## src/rtl/fetch_unit.sv

```systemverilog
// Instruction fetch stage: owns the PC, issues req/ack reads to instruction
// memory and hands instructions to decode with a valid/stall handshake.
module fetch_unit #(
    parameter int MIPS_PC_WIDTH_m1 = 7,
    parameter int INSTR_WIDTH_m1   = 7
) (
    input  logic                      clk,
    input  logic                      reset,
    input  logic [MIPS_PC_WIDTH_m1:0] next_pc,
    input  logic                      flush,
    input  logic [MIPS_PC_WIDTH_m1:0] flush_pc,
    input  logic                      stall,
    input  logic                      imem_ack,
    input  logic [INSTR_WIDTH_m1:0]   imem_data,
    output logic                      imem_req,
    output logic [MIPS_PC_WIDTH_m1:0] imem_addr,
    output logic [MIPS_PC_WIDTH_m1:0] curr_pc,
    output logic [INSTR_WIDTH_m1:0]   instr,
    output logic                      instr_valid
);

    localparam logic [1:0] S_IDLE  = 2'd0;
    localparam logic [1:0] S_WAIT  = 2'd1;
    localparam logic [1:0] S_DRAIN = 2'd2;
    localparam logic [1:0] S_HOLD  = 2'd3;

    logic [1:0]                state_q, state_d;
    logic [MIPS_PC_WIDTH_m1:0] pc_q, pc_d;
    logic [MIPS_PC_WIDTH_m1:0] addr_q, addr_d;
    logic [INSTR_WIDTH_m1:0]   instr_q, instr_d;
    logic                      valid_q, valid_d;

    always_comb begin
        state_d = state_q;
        pc_d    = pc_q;
        addr_d  = addr_q;
        instr_d = instr_q;
        valid_d = valid_q;
        case (state_q)
            S_IDLE: begin
                state_d = S_WAIT;
                if (flush) begin
                    pc_d   = flush_pc;
                    addr_d = flush_pc;
                end else begin
                    addr_d = pc_q;
                end
            end
            S_WAIT: begin
                if (imem_ack) begin
                    if (flush) begin
                        pc_d   = flush_pc;
                        addr_d = flush_pc;
                    end else begin
                        instr_d = imem_data;
                        valid_d = 1'b1;
                        state_d = S_HOLD;
                    end
                end else if (flush) begin
                    // addr_q must stay put until the stale read completes
                    pc_d    = flush_pc;
                    state_d = S_DRAIN;
                end
            end
            S_DRAIN: begin
                if (flush) pc_d = flush_pc;
                if (imem_ack) begin
                    addr_d  = flush ? flush_pc : pc_q;
                    state_d = S_WAIT;
                end
            end
            S_HOLD: begin
                if (flush) begin
                    pc_d    = flush_pc;
                    addr_d  = flush_pc;
                    valid_d = 1'b0;
                    state_d = S_WAIT;
                end else if (!stall) begin
                    pc_d    = next_pc;
                    addr_d  = next_pc;
                    valid_d = 1'b0;
                    state_d = S_WAIT;
                end
            end
            default: state_d = S_IDLE;
        endcase
    end

    always_ff @(posedge clk or posedge reset) begin
        if (reset) begin
            state_q <= S_IDLE;
            pc_q    <= '0;
            addr_q  <= '0;
            instr_q <= '0;
            valid_q <= 1'b0;
        end else begin
            state_q <= state_d;
            pc_q    <= pc_d;
            addr_q  <= addr_d;
            instr_q <= instr_d;
            valid_q <= valid_d;
        end
    end

    assign imem_req    = (state_q == S_WAIT) || (state_q == S_DRAIN);
    assign imem_addr   = addr_q;
    assign curr_pc     = pc_q;
    assign instr       = instr_q;
    assign instr_valid = valid_q;

endmodule

```

## config.mk

```make
export PLATFORM = sky130hd
export DESIGN_NAME = fetch_unit
export DESIGN_NICKNAME = d
export VERILOG_FILES = /design/src/rtl/fetch_unit.sv
export SDC_FILE = /design/constraint.sdc
export NUM_CORES = 1
export LEC_CHECK = 0
export CORE_MARGIN = 8
export CORE_UTILIZATION = 36
export CTS_CLUSTER_DIAMETER = 200
export CTS_CLUSTER_SIZE = 10
export DETAILED_ROUTE_END_ITERATION = 8
export GPL_ROUTABILITY_DRIVEN = 0
export PLACE_DENSITY = 0.69
export SLEW_MARGIN = 20
export SYNTH_ARGS = -nofsm -noshare
export SYNTH_HDL_FRONTEND = slang
export SYNTH_SLANG_ARGS = --single-unit
```

## constraint.sdc

```tcl
create_clock -name clk -period 4.95 [get_ports clk]
set_input_delay 0.99 -clock clk [delete_from_list [all_inputs] [get_ports clk]]
set_output_delay 0.99 -clock clk [all_outputs]
set_load 0.005 [all_outputs]
```

==> out/qor.txt <==
Filler instances - 359
Final worst clock skew - 0.00612 ns
Final Cycle Share - 52.3%
Reg2Reg Setup Slack - 2.89 ns
Met3 wire len - 161 um
Total GRT Usage - 12.9%
Core area - 4060 um2
Final core utilization - 52.4%
DR vias - 1305
CP Capture Type - primary output
PortBufs - 54
Worst vdd ir - 243 uV
Register area share after synthesis - 43.9%
Status - completed
Placed cell area - 2080 um2
Post-synthesis cell count - 149
Max-cap violation count - 0
Pins Over Slew Limit - 0
Final min period - 2.59 ns
DRC Markers - 0
Yosys Warn Count - 0
Vias in the first global route - 1363
PD cells - 529 nW/um2
DRT Pass-1 Iters - 4
Iter 0 DRT Violations - 67
Setup ws final - 2.36 ns
WL per Instance - 17.1 um
Slowest cell delay on critical path - 0.49 ns
Most used cell, CP - inv_1
Hpwl dp - 3310 um
Unrepaired setup endpoints after global routing - no
Relative slew slack - 35.2%
CTS resizes - 0
Num Clock Sinks - 27
Syn_area_per_cell - 10.3 um2
Die area - 6620 um2
Core Rows - 23
Multi-input gate area - 772 um2
Detail Route Antenna Nets - 0
CTS root buffer - clkbuf_8
DRT met1 WL - 1750 um
IO Count - 55
Remaining Overflow, GRT - 0
RR Startpoint - state_q[1]$_DFFE_PP0P_
Initial antenna violation count - 0
Mapped Nets - 182
Hold Violations, Final - 0
Share of cells above drive strength 1 - 4.59%
CTS tree - done
# setup viols final - 0
Worst-Margin Slew - 0.970 ns
Ant diodes - 0
R2R cell count - 4
Netlist Area Pre-Place - 1540 um2
Startpoint Class - flop
Die Ht - 81.4 um
Clk slew on worst S/H paths - 0.10 ns
Kind of critical path - flop to primary output
Clock buffer depth - 2
FF+latch count, synth - 27
WP data arrival - 1.60 ns
Nets - 230
Max Used Layer - met4
Worst Path Required - 3.96 ns
Final TNS setup - 0 ns
Global-route wire length before repair - 6760 um
Chip Width - 81.4 um
Num CTS Buffers - 3
Hold_ws - 0.495 ns
Met2 WL - 2240 um
Largest net degree at the start of global routing - 35
Count of cell types in the netlist - 31
Hold path cells - 1
Dpl ws - 2.14 ns
Finished Cell Area - 2130 um2
Starting Density - 37.9%
Vias per std cell - 5.30
Slowest cell on crit path - clkdlybuf4s50_1
Area grow syn2layout - 38.2%
Static Leak - 0.856 nW
H-tree depth - 1
HP Class - flop to flop
Total Wirelength - 4210 um
Worst r2r dst - curr_pc[5]$_DFFE_PP0N_
Crit Path Max Fanout - 4
Skew-Pair Late Insertion Delay - 0.27 ns
Fmax - 386 MHz
Hold Crit Start - instr[2]$_DFFE_PP0P_
Hold Buf Count CTS - 0
Critical Path, Cell by Cell - inv_1 -> ha_1 -> inv_1 -> clkdlybuf4s50_1
WHS Endpoint - instr[2]$_DFFE_PP0P_
Post-CTS Setup Bufs - 0
Sequential Area - 676 um2
-- routing by layer --
metal / track usage (%) / up-vias
met3: 2.43 / 4
met5: 0 / -
met1: 15.0 / 641
met4: 5.00 / 0
li1: - / 637
met2: 22.9 / 23
-- cell families after synthesis --
kind of cell	synth area share (%)
muxes	17.6
xor gates and xnor gates	0.569
DFF	43.9
buffers and inverters	5.93
adders and majority gates	3.25
AOI/OAI and AO/OA	20.0
and+or+nand+nor	8.78
-- per-stage QoR --
step / cells / total power, mW
finish: 246 / 1.13
detailed placement: 242 / 1.00
floorplan: 149 / 0.735
global route: 246 / 1.22
global placement: 242 / 0.986
CTS: 246 / 1.13
-- registers in the layout, indices dropped and copies added, names as in the netlist --
register	flops
curr_pc	8
instr_valid	1
instr	8
state_q	2
imem_addr	8
-- synth_stat cells, drive strengths merged --
cell type / number / share of area, %
o211ai: 1 / 0.49
buf: 9 / 3.7
and3: 1 / 0.73
and2: 1 / 0.41
clkbuf: 3 / 0.73
o21ai: 16 / 5.2
ha: 4 / 3.3
nand2: 13 / 3.2
o21a: 1 / 0.49
nor2: 3 / 1.2
a2bb2oi: 1 / 0.57
nand3: 2 / 0.65
inv: 6 / 1.5
a21oi: 2 / 0.65
a31oi: 15 / 6.1
o2bb2ai: 1 / 0.57
nand3b: 2 / 0.98
dfrtp: 27 / 44
a21bo: 1 / 0.65
a221o: 2 / 1.3
a22oi: 7 / 3.4
nand2b: 2 / 0.81
nor2b: 2 / 0.81
mux2i: 9 / 5.9
a31o: 1 / 0.57
xor2: 1 / 0.57
mux2: 16 / 12
-- how the worst max path moves through the flow --
| stage | startpoint | slack [ns] | end |
|---|---|---|---|
| 5_1_grt | state_q[0]$_DFFE_PP0P_ | 2.27 | imem_req |
| 3_5_place_dp | flush | 2.14 | imem_addr[7]$_DFFE_PP0P_ |
| 3_3_place_gp | flush | 2.19 | imem_addr[7]$_DFFE_PP0P_ |
| 4_1_cts | state_q[0]$_DFFE_PP0P_ | 2.34 | imem_req |
| 6_report | state_q[0]$_DFFE_PP0P_ | 2.36 | imem_req |
| 2_1_floorplan | flush | 2.91 | imem_addr[7]$_DFFE_PP0P_ |
-- critical path: cells and delay by family, from the launching register on --
kind | cells | cell delay (ns)
buf+inv | 3 | 0.61
fa+ha+maj | 1 | 0.29
flops | 1 | 0.42
-- where the power goes --
part	switching [mW]	leakage, nW	internal (mW)
Combinational	0.280	0.512	0.343
Sequential	0.0582	0.318	0.314
Clock	0.0726	0.0255	0.0565
Total	0.411	0.856	0.714
-- final cells by class --
| type | instances | area share (%) |
|---|---|---|
| Multi-Input combinational cell | 104 | 36.3 |
| Sequential cell | 27 | 31.8 |
| Clock buffer | 3 | 1.94 |
| Inverter | 6 | 1.06 |
| Tap cell | 50 | 2.94 |
| Timing Repair Buffer | 55 | 25.8 |
| Clock inverter | 1 | 0.235 |
-- cells in the final DEF, fill, tap and decap left out, types with 2 or more instances in the layout --
master,Yosys,routed
o21ai_1,9,9
clkdlybuf4s50_1,0,54
dfrtp_1,27,27
a21oi_1,2,2
nor2b_1,2,2
o21ai_0,7,7
a221o_1,2,2
mux2i_1,9,9
ha_1,4,4
a31oi_1,15,15
inv_1,6,5
a22oi_1,7,7
clkbuf_8,0,3
nand2_1,13,13
nand3_1,2,2
nand3b_1,2,2
nor2_1,2,2
nand2b_1,2,2
mux2_1,15,15
Power figures use the tool's default switching activity.
